File: src/rtl/keypad4x4_scanner.sv
// 4x4 matrix keypad scanner: walks a low column across the keypad, debounces
// a single-row press, encodes it as {row,col} and shifts it into a 32-bit
// history word with a sticky valid flag cleared by a CPU read strobe.
module keypad4x4_scanner #(
    parameter int SCAN_DIV       = 15,
    parameter int DEBOUNCE_SCANS = 4
) (
    input  logic        clk,
    input  logic        reset,
    input  logic        cs,
    input  logic [3:0]  i_row,
    output logic [3:0]  o_col,
    output logic [3:0]  o_key,
    output logic        o_valid,
    output logic [31:0] o_data
);

    typedef enum logic [1:0] {
        SCAN,
        DEBOUNCE,
        HELD
    } state_t;

    localparam logic [3:0] DB_LAST = 4'(DEBOUNCE_SCANS);

    logic [SCAN_DIV-1:0] cnt_q;
    logic                tick;
    logic [3:0]          rowMeta_q;
    logic [3:0]          rowSync_q;

    state_t      state_q, state_d;
    logic [1:0]  col_q, col_d;
    logic [1:0]  rowIdx_q, rowIdx_d;
    logic [3:0]  dbCnt_q, dbCnt_d;
    logic [3:0]  key_q, key_d;
    logic        valid_q, valid_d;
    logic [31:0] data_q, data_d;

    logic        oneLow;
    logic [1:0]  lowIdx;
    logic        allHigh;
    logic        accept;
    logic [3:0]  code;

    assign tick    = &cnt_q;
    assign allHigh = (rowSync_q == 4'hF);
    assign code    = {rowIdx_q, col_q};

    // Free-running prescaler; the all-ones state is the scan enable.
    always_ff @(posedge clk) begin
        if (reset) cnt_q <= '0;
        else       cnt_q <= cnt_q + 1'b1;
    end

    // Two-flop synchronizer for the asynchronous row inputs, idling high.
    always_ff @(posedge clk) begin
        if (reset) begin
            rowMeta_q <= 4'hF;
            rowSync_q <= 4'hF;
        end else begin
            rowMeta_q <= i_row;
            rowSync_q <= rowMeta_q;
        end
    end

    // A sample is a usable key only when exactly one row is pulled low.
    always_comb begin
        oneLow = 1'b0;
        lowIdx = 2'd0;
        case (rowSync_q)
            4'b1110: begin oneLow = 1'b1; lowIdx = 2'd0; end
            4'b1101: begin oneLow = 1'b1; lowIdx = 2'd1; end
            4'b1011: begin oneLow = 1'b1; lowIdx = 2'd2; end
            4'b0111: begin oneLow = 1'b1; lowIdx = 2'd3; end
            default: begin oneLow = 1'b0; lowIdx = 2'd0; end
        endcase
    end

    // Scan/debounce/hold sequencing plus the accept side effects on the history.
    always_comb begin
        state_d  = state_q;
        col_d    = col_q;
        rowIdx_d = rowIdx_q;
        dbCnt_d  = dbCnt_q;
        accept   = 1'b0;
        if (tick) begin
            case (state_q)
                SCAN: begin
                    if (oneLow) begin
                        rowIdx_d = lowIdx;
                        dbCnt_d  = 4'd1;
                        state_d  = DEBOUNCE;
                    end else begin
                        col_d = col_q + 2'd1;
                    end
                end
                DEBOUNCE: begin
                    if (oneLow && (lowIdx == rowIdx_q)) begin
                        if (dbCnt_q + 4'd1 == DB_LAST) begin
                            accept  = 1'b1;
                            dbCnt_d = 4'd0;
                            state_d = HELD;
                        end else begin
                            dbCnt_d = dbCnt_q + 4'd1;
                        end
                    end else begin
                        dbCnt_d = 4'd0;
                        col_d   = col_q + 2'd1;
                        state_d = SCAN;
                    end
                end
                HELD: begin
                    if (allHigh) begin
                        if (dbCnt_q + 4'd1 == DB_LAST) begin
                            dbCnt_d = 4'd0;
                            col_d   = col_q + 2'd1;
                            state_d = SCAN;
                        end else begin
                            dbCnt_d = dbCnt_q + 4'd1;
                        end
                    end else begin
                        dbCnt_d = 4'd0;
                    end
                end
                default: begin
                    dbCnt_d = 4'd0;
                    state_d = SCAN;
                end
            endcase
        end
        key_d   = accept ? code : key_q;
        data_d  = accept ? {data_q[27:0], code} : data_q;
        valid_d = accept ? 1'b1 : (cs ? 1'b0 : valid_q);
    end

    // State and output registers; an accept outranks a simultaneous read strobe.
    always_ff @(posedge clk) begin
        if (reset) begin
            state_q  <= SCAN;
            col_q    <= 2'd0;
            rowIdx_q <= 2'd0;
            dbCnt_q  <= 4'd0;
            key_q    <= 4'd0;
            valid_q  <= 1'b0;
            data_q   <= 32'd0;
        end else begin
            state_q  <= state_d;
            col_q    <= col_d;
            rowIdx_q <= rowIdx_d;
            dbCnt_q  <= dbCnt_d;
            key_q    <= key_d;
            valid_q  <= valid_d;
            data_q   <= data_d;
        end
    end

    assign o_col   = ~(4'b0001 << col_q);
    assign o_key   = key_q;
    assign o_valid = valid_q;
    assign o_data  = data_q;

endmodule

File: config.mk
export PLATFORM = sky130hd
export DESIGN_NAME = keypad4x4_scanner
export DESIGN_NICKNAME = d
export VERILOG_FILES = /design/src/rtl/keypad4x4_scanner.sv
export SDC_FILE = /design/constraint.sdc
export NUM_CORES = 1
export LEC_CHECK = 0
export CAP_MARGIN = 20
export CORE_MARGIN = 3
export CORE_UTILIZATION = 28
export CTS_BUF_LIST = sky130_fd_sc_hd__clkbuf_2 sky130_fd_sc_hd__clkbuf_4 sky130_fd_sc_hd__clkbuf_8
export CTS_CLUSTER_DIAMETER = 200
export DETAILED_ROUTE_END_ITERATION = 10
export SLEW_MARGIN = 20
export SYNTH_ARGS = -nofsm -noshare
export SYNTH_HDL_FRONTEND = slang
export SYNTH_SLANG_ARGS = --single-unit
File: constraint.sdc
create_clock -name clk -period 2.28 [get_ports clk]
set_clock_uncertainty 0.05 [all_clocks]
set_input_delay 0.342 -clock clk [delete_from_list [all_inputs] [get_ports clk]]
set_output_delay 0.342 -clock clk [all_outputs]
set_load 0.01 [all_outputs]
==> results.sh, run 1 <==
export IMPL_synth_fp_nets=325
export IMPL_dp_hpwl_mm=4.25
export IMPL_drive_above_1_share_pct=12.8
export IMPL_htreeDepth=3
export IMPL_synthMuxAreaShare_pct=12.0
export IMPL_cts_buffers=9
export IMPL_drt_total_wl_mm=6.29
export IMPL_grt_max_degree=44
export IMPL_coreArea_mm2=0.00995
export IMPL_dp_cells=482
export IMPL_synth_simple_area_share_pct=22.3
export IMPL_power_mw=2.16
export IMPL_synth_xor_area_share_pct=4.49
export IMPL_met2_length_mm=2.81
export IMPL_final_max_slew_viol_count=0
export IMPL_synthCells=311
export IMPL_layout_min_cycle_time_ns=2.12
export IMPL_netSwitchingFraction_pct=25.5
export IMPL_ys_warn_count=0
export IMPL_drtPass1Iterations=4
export IMPL_finalHoldViolCount=0
export IMPL_rows=36
export IMPL_nNetsFinal=377
export IMPL_p_seq_share_pct=54.3
export IMPL_post_drt_wl_per_cell_um=12.6
export IMPL_antenna_cells=0
export IMPL_max_freq_mhz=472
export IMPL_multiInputGateArea_mm2=0.00142
export IMPL_synth_top_cells_by_count="dfxtp_1 (66), nor2_1 (60), mux2i_1 (34)"
export IMPL_gp_congestion=0.838
export IMPL_die_y_um=108
export IMPL_slew_headroom_pct=50.9
export IMPL_synthAdderAreaFrac_pct=3.00
export IMPL_path_clk_slew_ns=0.08
export IMPL_cts_tree="done"
export IMPL_ff_latch_area_mm2=0.00132
export IMPL_viasPerCell=4.49
export IMPL_layout_cells_non_filler=501
export IMPL_run_status="complete, no violations"
export IMPL_initial_core_util_pct=29.4
export IMPL_setup_viol=0
export IMPL_clock_sinks=66
export IMPL_setup_worst_path_class="flop to flop"
export IMPL_synth_top_family_by_area="simple AND/OR/NAND/NOR gates"
export IMPL_p_int_mw=1.61
export IMPL_setup_worst_path_start_class="flop"
export IMPL_synth_edf_count=0
export IMPL_synth_flop_cell="dfxtp_1"
export IMPL_die_area_mm2=0.0117
export IMPL_synth_most_common_cell="dfxtp_1"
export IMPL_antenna_left=0
export IMPL_first_iter_violations=82
export IMPL_yosysUniqueCellTypes=45
export IMPL_synth_compound_area_share_pct=6.68
export IMPL_ys_seq_elements=66
export IMPL_clkPwrFrac_pct=42.1
export IMPL_cp_required_ns=2.44
export IMPL_hold_path_class="flop to flop"
export IMPL_wl_met3_um=306
export IMPL_maxUsedRoutingLayer="met4"
export IMPL_leakagePower_nw=1.32
export IMPL_antenna_found_initial=0
export IMPL_rsz0062_at_grt="false"
export IMPL_finalCritPeriodShare_pct=93.0
export IMPL_numPortBuffers=47
export IMPL_synth_avg_cell_area_um2=9.40
export IMPL_root_buffer="clkbuf_8"
export IMPL_clk_path_buf_depth=2
export IMPL_yosysTopAreaCellShare_pct=45.2
export IMPL_die_x_um=108
export IMPL_yosysSeqAreaShare_pct=45.2
export IMPL_max_slew_worst_pin_slew_ns=0.737
export IMPL_finalSetupTns_ns=0
export IMPL_critical_path_endpoint_type="flop"
export IMPL_synth_area_mm2=0.00292
export IMPL_ys_async_sr_fraction_pct=0
export IMPL_p_sw_mw=0.551
export IMPL_grt_pass1_vias=2204
export IMPL_comb_power_share_pct=3.6
export IMPL_p_per_area_mw_per_mm2=581
export IMPL_grtUsageTotal_pct=11.3
export IMPL_arrival_ns=2.28
export IMPL_drc=0
export IMPL_vdd_ir_drop_max_mv=0.245
export IMPL_yosys_top_cells_area="dfxtp_1 (45%), mux2i_1 (12%), nor2_1 (7.7%)"
export IMPL_wl_met1_mm=3.10
export IMPL_path_max_fanout=16
export IMPL_grt_overflow=0
export IMPL_hold_buffers=0
export IMPL_grt_first_pass_wirelength_mm=10.6
export IMPL_fillers=997
export IMPL_vias=2249
export IMPL_synth_largest_area_cell="dfxtp_1"
export IMPL_area_growth_pct=27.0
export IMPL_drv_cap=0
export IMPL_io_pins=48
export IMPL_insertion_delay_ns=0.34
-- sequential cells by signal, indices dropped and copies added (netlist names) --
name	count
cnt_q	15
col_q	2
dbCnt_q	4
o_data	29
o_key	3
o_valid	1
rowIdx_q	2
rowMeta_q	4
rowSync_q	4
state_q	2
-- final cells by class --
type                       count  share of cell area [%]
multi-input combinational    217                    38.2
sequential                    66                    35.6
timing repair buffer          60                    15.9
tap                          133                    4.48
clock buffer                   9                    3.33
clock inverter                 7                    1.58
inverter                       9                   0.909
-- cells in the final DEF (no fill, tap or decap), drive strengths merged, types with 4 or more instances in the layout --
master and count:
a211oi 4, a21oi 10, and3 5, buf 13
clkbuf 10, clkdlybuf4s50 46, dfxtp 66, ha 7
inv 13, mux2i 34, nand2 12, nand2b 6
nand3 12, nand4 7, nor2 60, nor2b 4
o21ai 7, or2 9, xnor2 4, xor2 11
-- worst max-delay path: stages, from the launching register on --
cell     delay, ns
dfxtp_1       0.39
and4_1        0.27
and3_1        0.22
nand4_1       0.18
nor4_4        0.24
buf_4         0.19
buf_8         0.20
mux2i_1       0.20
nor2_1        0.05
-- final timing paths --
| check | from | endpoint | slack, ns | cells past startpoint |
|---|---|---|---|---|
| worst max register to register | cnt_q[9] | o_data[14] | 0.16 | 8 |
| worst min-delay path | rowMeta_q[0] | rowSync_q[0] | 0.37 | 1 |
| worst min register to register | rowMeta_q[0] | rowSync_q[0] | 0.37 | 1 |
| worst max-delay path | cnt_q[9] | o_data[14] | 0.16 | 8 |
-- timing repair --
item | CTS | global route
setup endpoints to repair | 0 | 32
resized for setup | 0 | 3
setup buffers | 0 | 1
-- per-layer routing --
layer | global-route usage (%) | up-vias
met5 | 0 | -
met4 | 3.61 | 0
met3 | 4.30 | 7
met2 | 17.6 | 37
met1 | 14.5 | 1045
li1 | - | 1160
-- stage by stage --
step	util [%]	cell area [µm²]	hold WS, ns	worst slack, ns
after global placement	35.1	3490	0.349	0.131
after floorplan	-	2920	0.339	0.114
final	37.3	3710	0.366	0.161
after global routing	37.3	3710	0.384	0.0275
after detailed placement	35.1	3490	0.346	0.0476
after CTS	36.9	3670	0.372	0.0357
-- cell families (layout without fill, tap and decap cells) --
logic type / count (synthesis) / count (layout)
mux: 35 / 35
xor+xnor: 15 / 15
fa+ha+maj: 7 / 7
compound gates: 30 / 30
buf+inv: 28 / 85
simple gates: 130 / 130
flops: 66 / 66
-- power groups by stage --
stage / combinational, mW / sequential [mW] / clock (mW)
after floorplan: 0.0601 / 1.19 / 0
after global placement: 0.0774 / 1.20 / 0
after detailed placement: 0.0776 / 1.20 / 0
after CTS: 0.0783 / 1.17 / 0.944
after global routing: 0.0878 / 1.17 / 1.00
final: 0.0772 / 1.17 / 0.910
Note: power is estimated with default switching activity, not from simulation.
==> run 2: changes to the inputs <==
- TNS_END_PERCENT: unset -> 30
==> results.sh, run 2 (same netlist as run 1, synthesis figures left out) <==
export IMPL_run_status="complete, no violations"
export IMPL_arrival_ns=2.32
export IMPL_fillers=998
export IMPL_cp_slowest_cell="dfxtp_1"
export IMPL_post_drt_wl_per_cell_um=12.6
export IMPL_drive_above_1_share_pct=12.5
export IMPL_die_area_mm2=0.0117
export IMPL_finalCritPeriodShare_pct=94.4
export IMPL_grtUsageTotal_pct=11.3
export IMPL_p_sw_mw=0.551
export IMPL_drc=0
export IMPL_initial_core_util_pct=29.4
export IMPL_final_max_slew_viol_count=0
export IMPL_met2_length_mm=2.82
export IMPL_path_clk_slew_ns=0.08
export IMPL_dp_hpwl_mm=4.25
export IMPL_numPortBuffers=47
export IMPL_layout_min_cycle_time_ns=2.15
export IMPL_finalHoldViolCount=0
export IMPL_setup_worst_path_start_class="flop"
export IMPL_ff2ff_setup_slack_ns=0.13
export IMPL_clk_path_buf_depth=2
export IMPL_critical_path_endpoint_type="flop"
export IMPL_multiInputGateArea_mm2=0.00142
export IMPL_comb_power_share_pct=3.6
export IMPL_grt_first_pass_wirelength_mm=10.6
export IMPL_finalSetupTns_ns=0
export IMPL_largest_reg_flops=29
export IMPL_first_iter_violations=82
export IMPL_crit_family="simple AND/OR/NAND/NOR gates"
export IMPL_grt_pass1_vias=2204
export IMPL_ff_latch_area_mm2=0.00132
export IMPL_max_freq_mhz=464
export IMPL_critical_path_buf_inv_count=2
export IMPL_drtPass1Iterations=4
export IMPL_hold_path_class="flop to flop"
export IMPL_rows=36
export IMPL_cts_buffers=9
export IMPL_p_int_mw=1.61
export IMPL_drt_total_wl_mm=6.30
export IMPL_vias=2246
export IMPL_place_ws_ns=0.0476
export IMPL_viasPerCell=4.48
export IMPL_leakagePower_nw=1.32
export IMPL_root_buffer="clkbuf_8"
export IMPL_die_y_um=108
export IMPL_insertion_delay_ns=0.34
export IMPL_drv_cap=0
export IMPL_path_cells="and4_1 -> and3_1 -> nand4_1 -> nor4_4 -> buf_4 -> buf_8 -> mux2i_1 -> nor2_1"
export IMPL_final_cell_mix="dfxtp_1 (66), nor2_1 (60), clkdlybuf4s50_1 (46)"
export IMPL_cp_required_ns=2.44
export IMPL_netSwitchingFraction_pct=25.5
export IMPL_gp_congestion=0.838
export IMPL_layout_setup_ws_ns=0.127
export IMPL_coreArea_mm2=0.00995
export IMPL_hold_buffers=0
export IMPL_p_per_area_mw_per_mm2=581
export IMPL_htreeDepth=3
export IMPL_nNetsFinal=377
export IMPL_setup_worst_path_class="flop to flop"
export IMPL_path_max_fanout=16
export IMPL_p_seq_share_pct=54.3
export IMPL_io_pins=48
export IMPL_rsz0062_at_grt="true"
export IMPL_antenna_found_initial=0
export IMPL_cts_tree="done"
export IMPL_power_mw=2.16
export IMPL_wl_met3_um=306
export IMPL_grt_overflow=0
export IMPL_maxUsedRoutingLayer="met4"
export IMPL_vdd_ir_drop_max_mv=0.245
export IMPL_setup_viol=0
export IMPL_max_slew_worst_pin_slew_ns=0.740
export IMPL_antenna_cells=0
export IMPL_grt_max_degree=44
export IMPL_antenna_left=0
export IMPL_cpPeakStageDelay_ns=0.41
export IMPL_die_x_um=108
export IMPL_final_common_cell="dfxtp_1"
export IMPL_wl_met1_mm=3.10
export IMPL_slew_headroom_pct=50.6
export IMPL_area_growth_pct=27.0
export IMPL_clkPwrFrac_pct=42.1
export IMPL_clock_sinks=66
-- run 2: cell counts in the layout (fill, tap and decap cells not counted) --
Identical to the previous run, type by type.
-- run 2: routing by layer --
metal	up-vias	track usage, %
li1	1160	-
met1	1042	14.5
met2	37	17.6
met3	7	4.30
met4	0	3.61
met5	-	0
-- run 2: worst reg2reg max path, stage by stage, from the launching register on --
cell and delay, ns:
dfxtp_1 0.41, and4_1 0.28, and3_1 0.23, nand4_1 0.18, nor4_4 0.24, buf_4 0.19, buf_8 0.20, mux2i_1 0.20
nor2_1 0.05
-- run 2: final cells by class --
cell class                      count  share of cell area [%]
Multi-Input combinational cell    217                    38.2
Sequential cell                    66                    35.6
Timing Repair Buffer               60                    15.9
Tap cell                          133                    4.48
Clock buffer                        9                    3.34
Clock inverter                      7                    1.58
Inverter                            9                   0.910
-- run 2: path summary, 6_finish.rpt --
kind / endpoint / startpoint / depth (start not counted)
max: o_data[14] / cnt_q[8] / 8
min: rowSync_q[0] / rowMeta_q[0] / 1
max reg2reg: o_data[14] / cnt_q[8] / 8
min reg2reg: rowSync_q[0] / rowMeta_q[0] / 1
-- run 2: through the flow --
stage,util [%],std cells,hold slack (ns),area (µm²)
CTS,36.9,498,0.372,3670
global placement,35.1,482,0.349,3490
detailed placement,35.1,482,0.346,3490
global route,37.3,501,0.384,3710
finish,37.3,501,0.366,3710
floorplan,-,311,0.339,2920
-- run 2: power groups by stage --
stage          combinational [mW]  clock (mW)  sequential [mW]
2_1_floorplan              0.0601           0             1.19
3_3_place_gp               0.0774           0             1.20
3_5_place_dp               0.0776           0             1.20
4_1_cts                    0.0783       0.944             1.17
5_1_grt                    0.0878        1.00             1.17
6_report                   0.0773       0.910             1.17
-- run 2: what timing repair did --
item                                    CTS  global route
endpoints found under the setup margin    0            32
setup buffers                             0             1
endpoints found under the hold margin     0             0
gates resized for setup                   0             2
